## src/rtl/uart_rx_fifo.sv

```systemverilog
// ============================================================================
// Module      : uart_rx_fifo
// Description : FWFT byte queue fed by UART receiver frames, with framing
//               error counting and sticky overflow flag.
// Revision    : 1.0
// ============================================================================
`default_nettype none

module uart_rx_fifo #(
    parameter int DEPTH = 16
) (
    input  logic                     clk,
    input  logic                     rst,
    input  logic [9:0]               rx_frame,
    input  logic                     rx_done,
    output logic [7:0]               rd_data,
    output logic                     rd_valid,
    input  logic                     rd_ready,
    output logic [$clog2(DEPTH):0]   count,
    output logic                     overflow,
    output logic [7:0]               frame_err_count,
    input  logic                     clear_errors
);

    localparam int PTR_W = $clog2(DEPTH);
    localparam logic [PTR_W-1:0] PTR_ONE  = PTR_W'(1);
    localparam logic [PTR_W:0]   CNT_ONE  = (PTR_W + 1)'(1);
    localparam logic [PTR_W:0]   CNT_FULL = (PTR_W + 1)'(DEPTH);

    logic [7:0]       r_mem_q [DEPTH];
    logic [PTR_W-1:0] r_head_q, w_head_d;
    logic [PTR_W-1:0] r_tail_q, w_tail_d;
    logic [PTR_W:0]   r_count_q, w_count_d;
    logic             r_overflow_q, w_overflow_d;
    logic [7:0]       r_err_q, w_err_d;

    logic w_good;
    logic w_full;
    logic w_pop;
    logic w_push;
    logic w_drop;
    logic w_bad;

    assign w_good = ~rx_frame[0] & rx_frame[9];
    assign w_full = (r_count_q == CNT_FULL);
    assign w_pop  = (r_count_q != '0) & rd_ready;
    // A pop in the same cycle frees the slot, so a full queue still accepts.
    assign w_push = rx_done & w_good & (~w_full | w_pop);
    assign w_drop = rx_done & w_good & w_full & ~w_pop;
    assign w_bad  = rx_done & ~w_good;

    always_comb begin
        w_head_d     = r_head_q;
        w_tail_d     = r_tail_q;
        w_count_d    = r_count_q;
        w_overflow_d = r_overflow_q;
        w_err_d      = r_err_q;

        if (w_pop) begin
            w_head_d = r_head_q + PTR_ONE;
        end
        if (w_push) begin
            w_tail_d = r_tail_q + PTR_ONE;
        end

        case ({w_push, w_pop})
            2'b10:   w_count_d = r_count_q + CNT_ONE;
            2'b01:   w_count_d = r_count_q - CNT_ONE;
            default: w_count_d = r_count_q;
        endcase

        // Events in the same cycle as clear_errors win over the clear.
        if (w_drop) begin
            w_overflow_d = 1'b1;
        end else if (clear_errors) begin
            w_overflow_d = 1'b0;
        end

        if (w_bad) begin
            if (clear_errors) begin
                w_err_d = 8'd1;
            end else if (r_err_q != 8'hFF) begin
                w_err_d = r_err_q + 8'd1;
            end
        end else if (clear_errors) begin
            w_err_d = 8'd0;
        end
    end

    always_ff @(posedge clk) begin
        if (rst) begin
            r_head_q     <= '0;
            r_tail_q     <= '0;
            r_count_q    <= '0;
            r_overflow_q <= 1'b0;
            r_err_q      <= 8'd0;
        end else begin
            r_head_q     <= w_head_d;
            r_tail_q     <= w_tail_d;
            r_count_q    <= w_count_d;
            r_overflow_q <= w_overflow_d;
            r_err_q      <= w_err_d;
        end
    end

    always_ff @(posedge clk) begin
        if (!rst && w_push) begin
            r_mem_q[r_tail_q] <= rx_frame[8:1];
        end
    end

    assign rd_valid        = (r_count_q != '0);
    assign rd_data         = rd_valid ? r_mem_q[r_head_q] : 8'h00;
    assign count           = r_count_q;
    assign overflow        = r_overflow_q;
    assign frame_err_count = r_err_q;

endmodule

`default_nettype wire

```

## config.mk

```make
export PLATFORM = sky130hd
export DESIGN_NAME = uart_rx_fifo
export DESIGN_NICKNAME = d
export VERILOG_FILES = /design/src/rtl/uart_rx_fifo.sv
export SDC_FILE = /design/constraint.sdc
export NUM_CORES = 1
export LEC_CHECK = 0
export CORE_ASPECT_RATIO = 1.75
export CORE_MARGIN = 2
export CORE_UTILIZATION = 30
export DETAILED_ROUTE_END_ITERATION = 8
export PLACE_DENSITY_LB_ADDON = 0.1
export SLEW_MARGIN = 10
export SYNTH_ARGS = -nofsm -noshare
export SYNTH_HDL_FRONTEND = slang
export SYNTH_SLANG_ARGS = --single-unit
export TNS_END_PERCENT = 1
```

## constraint.sdc

```tcl
create_clock -name clk -period 2.7 [get_ports clk]
set_input_delay 0.27 -clock clk [delete_from_list [all_inputs] [get_ports clk]]
set_output_delay 0.27 -clock clk [all_outputs]
set_load 0.005 [all_outputs]
```

* Word level (Yosys, flattened, before mapping)
Memory sizes are Yosys's and may differ from the RTL's. A register that Yosys moved wholly into a read port is not among the register bits.
Index checks and enable logic that the tools add are counted.
** Word-level totals
- Register bits :: 22
- Bits in writable memories :: 128
- Output and inout port bits :: 23
- Logic and storage cells :: 47
- Memories :: 1
** Memories
- r_mem_q :: words 16, width 8, read ports 1, clocked after Yosys merged registers in 1, write ports 1, line 30 : logic [7:0] r_mem_q [DEPTH];
** Operators by class
- $add $sub $neg :: 5
- Equality and inequality tests :: 4
- Multiplexer cells :: 12
- Bitwise operators :: 12
- Reductions and logical operators :: 8
** Operator list (count)
- 8-bit two-way mux :: 5
- 5-bit one-hot mux with 2 select lines :: 1
- 4-bit by 1-bit adder with 4-bit output (second input constant) :: 2
- 8-bit by 1-bit adder with 8-bit output (second input constant) :: 1
- 4-bit two-way mux :: 2
- 8-bit inequality test (second input constant) :: 1
- 2-bit nonzero test :: 4
- 1-bit bitwise AND :: 7
- 5-bit by 1-bit adder with 5-bit output (second input constant) :: 1
- 5-bit == test (second input constant) :: 1
- 5-bit nonzero test :: 1
- 5-bit by 1-bit subtractor with 5-bit output (second input constant) :: 1
- 1-bit two-way mux :: 4
- 1-bit NOT :: 4
- 2-bit by 1-bit == test with 1-bit output (second input constant) :: 1
- 2-bit == test (second input constant) :: 1
- 2-bit AND reduction :: 1
- 1-bit logical AND :: 1
- 1-bit logical NOT :: 1
- 1-bit bitwise OR :: 1

* Longest topological paths before layout
- Word-level depth :: 7
- Depth in mapped cells :: 9

* Least setup slack after synthesis
No wires, ideal clock.
- Kind :: flip-flop to flip-flop
- From :: register r_count_q[1] (netlist: count[1])
- To :: register r_count_q[4] (netlist: count[4])
- Library setup time :: 0.121 ns
- Data arrival time :: 2.407 ns
- Path slack :: 0.172 ns
- Stages on the path, launching flop included :: 9
- Cells stage by stage :: dfxtp_1 > buf_4 > or4_4 > o2111ai_1 > nand2_1 > ha_1 > o31a_2 > o32ai_2 > mux2_4
** Between the ends
- Longest elaborated chain between the ends :: 6
** Ends and longest elaborated chain
- start: declaration :: line 33 : logic [PTR_W:0] r_count_q, w_count_d;
- start signal: assignment :: line 100 : r_count_q <= w_count_d;
- 5-bit nonzero test or 5-bit == test (tied branches) :: line 46, 45
- 1-bit bitwise AND or 1-bit NOT (tied branches) :: line 46, 48
- 1-bit bitwise OR :: line 48 : assign w_push = rx_done & w_good & (~w_full | w_pop);
- 1-bit bitwise AND :: line 48
- 2-bit by 1-bit == test with 1-bit output or 2-bit == test (tied branches) :: line 66 : case ({w_push, w_pop})
- 5-bit one-hot mux with 2 select lines or 2-bit nonzero test (tied branches)
Parallel ways exist; a longest one is shown, timed or not.
A chain may end at the register's enable or synchronous reset.

==> out/results.tsv <==
stage	metric	value	unit
status	status	complete, no violations	
sta	final hold vios	0	
sta	Slew HR	61.2	%
detailed_routing	ANT nets after route	0	
detailed_routing	drt total wl	14.9	mm
clock_network	Post-CTS Hold Fix Bufs	0	
worst_setup_path	signal arrival time at the worst endpoint	2.30	ns
global_routing	total gr overflow	0	
power	total design power	6.92	mW
synth	syn avg cell area	16.9	um2
sta	Final Max Slew Viols	0	
clock_network	post-CTS setup buffer count	0	
power	Pleak	2.56	nW
detailed_routing	M1 WL	5.59	mm
power	cell-internal power	5.10	mW
worst_setup_path	Critical Path Fanout Max	8	
final_layout	leading cell types in the layout, fill and taps excluded	edfxtp_1 (128), buf_4 (38), clkdlybuf4s50_1 (34)	
worst_setup_path	kind of end point of the critical path	output port	
synth	Synth Flop Type	edfxtp_1	
detailed_routing	Vias/cell	4.93	
detailed_routing	Wirelength per Cell	20.7	um
final_layout	Finished Cell Area	7950	um2
synth	Yosys reg bits	154	
synth	distinct cell type count of the synthesized netlist	55	
power	Clock power frac	35.4	%
placement	HPWL after DPL	9.89	mm
synth	Synth Net Count	398	
final_layout	layout cell share with drive strength beyond 1	25.4	%
global_routing	Total GRT Usage	14.0	%
floorplan	total I/O pin count	38	
detailed_routing	initial drt markers	132	
clock_network	largest buffer count on any clock path	2	
power	power density over cell area	870	nW/um2
synth	Synth async-reset ratio	0	%
detailed_routing	WL met2	8.75	mm
run	Max-cap violations	0	
clock_network	CTS tree	done	
sta	period utilisation layout	95.0	%
final_layout	fillers	1958	
global_routing	largest net degree at the start of global routing	33	
floorplan	die extent in y	196	um
sta	Final Critical Period	2.57	ns
detailed_routing	first-pass detailed-route iteration total	4	
final_layout	Layout area overhead	25.4	%
final_layout	final-stage net count	478	
power	peak supply drop	0.477	mV
synth	sequential area share after synthesis	68.9	%
synth	Post-Synthesis Cells	375	
clock_network	clock-pin slew on the worst setup and hold paths	0.06	ns
floorplan	DIE AREA	22300	um2
clock_network	root buf cell	clkbuf_16	
global_routing	first-pass GRT wire length	22.9	mm
power	P_sw	1.82	mW
sta	Final TNS setup	0	ns
detailed_routing	DR top layer	met4	
final_layout	post-layout util	38.1	%
floorplan	initial core utilization	30.4	%
placement	global placer's final weighted congestion	0.780	
clock_network	H-tree depth	4	
placement	placed inst area	7260	um2
detailed_routing	met3 wire len	326	um
clock_network	clk sink count	154	
sta	Clock Skew	0.00732	ns
sta	Fmax	0.390	GHz
final_layout	antenna cells	0	
synth	Ys Warns	0	
placement	I/O Buffers	37	
global_routing	antenna violations before repair	0	
floorplan	Die W	114	um
worst_setup_path	Worst setup SP type	flip-flop	
power	Comb pwr share	25.6	%
sta	worst hold slack	0.502	ns
worst_hold_path	worst min path class	reg2reg	
sta	Worst Tran Pin Value	0.581	ns
synth	EDFF count, synth	128	
synth	Post-Synthesis Cell Area	6330	um2
clock_network	worst skew pair latency	0.41	ns
sta	RSZ-0062 raised after global routing	no	
worst_setup_path	type of the worst setup path	reg2out	
power	register share of total power	38.9	%
worst_setup_path	Worst EP required	2.43	ns
sta	final setup vio count	0	
floorplan	row count	70	
final_layout	commonest non-fill, non-tap cell in the layout	edfxtp_1	
detailed_routing	via count	3546	
floorplan	core box area	20800	um2
clock_network	CTS Buf Count	17	
detailed_routing	Post-route DRC	0	
global_routing	vias in the first global route	3880	
power	Sw Share	26.3	%
synthesized netlist by cell type (7+ instances only):
library cell  number  area share, %
a21oi_1            9           0.71
nand2_1           13           0.77
nor2_1            31            1.8
o22ai_1            8           0.79
clkbuf_1          11           0.65
mux4_2            32             11
mux2i_1           19            3.0
o21ai_0            7           0.55
ha_1               8            1.6
nand3_1            7           0.55
dfxtp_1           26            8.2
inv_1              7           0.41
edfxtp_1         128             61
worst paths after layout:
kind / startpoint / to / slack, ns / cells past startpoint
setup reg to reg: count[0] / count[4] / 0.21 / 7
setup / recovery: flip-flop / rd_data[6] / 0.13 / 5
hold / removal: frame_err_count[7] / frame_err_count[7] / 0.50 / 2
hold reg to reg: frame_err_count[7] / frame_err_count[7] / 0.50 / 2
metal layers:
layer	global-route usage (%)	vias up
met5	0	-
met4	5.01	0
met3	2.63	13
met2	26.7	63
met1	15.2	1814
li1	-	1656
registers in the layout, indices dropped and copies added (netlist names), named ones only:
register         flops
count                5
frame_err_count      8
r_tail_q             4
r_mem_q            128
r_head_q             4
overflow             1
critical path, stage by stage (launching register included):
cell,delay [ns]
dfxtp_4,0.41
clkbuf_16,0.20
mux4_2,0.51
mux2i_1,0.17
o22ai_1,0.12
clkdlybuf4s50_1,0.46
final cells by class:
class | count | area [um2] | area share (%)
clock buffer | 20 | 437 | 5.50
clock inverter | 12 | 174 | 2.19
inverter | 7 | 26.3 | 0.331
multi-input combinational | 196 | 1880 | 23.7
sequential | 154 | 4370 | 55.0
tap | 252 | 315 | 3.97
timing repair buffer | 79 | 742 | 9.34
per-stage QoR:
step | setup slack [ns] | std cells
after floorplan | 0.172 | 375
after global placement | 0.127 | 686
after detailed placement | 0.0689 | 686
after CTS | 0.00439 | 718
after global routing | 0.0164 | 720
final | 0.134 | 720
power groups by stage:
stage,Combinational (mW),Clock (mW),Sequential [mW]
after floorplan,1.01,0,2.74
after global placement,1.70,0,2.73
after global routing,1.93,2.61,2.70
final,1.77,2.45,2.69
after CTS,1.72,2.51,2.68
after detailed placement,1.72,0,2.73
cells by family (layout without fill, tap and decap cells):
family	count (synthesis)	count (layout)	share of synthesized area, %
xor+xnor	6	6	0.830
fa+ha+maj	8	8	1.58
flops	154	154	68.9
buf+inv	25	118	1.72
mux	53	53	14.8
compound gates	50	50	5.81
simple gates	79	79	6.38
timing repair:
action	4_1_cts	5_1_grt
resized for setup	7	3
endpoints found under the hold margin	0	0
endpoints found under the setup margin	8	5
gates cloned	0	2
Note: power is estimated with default switching activity, not from simulation.
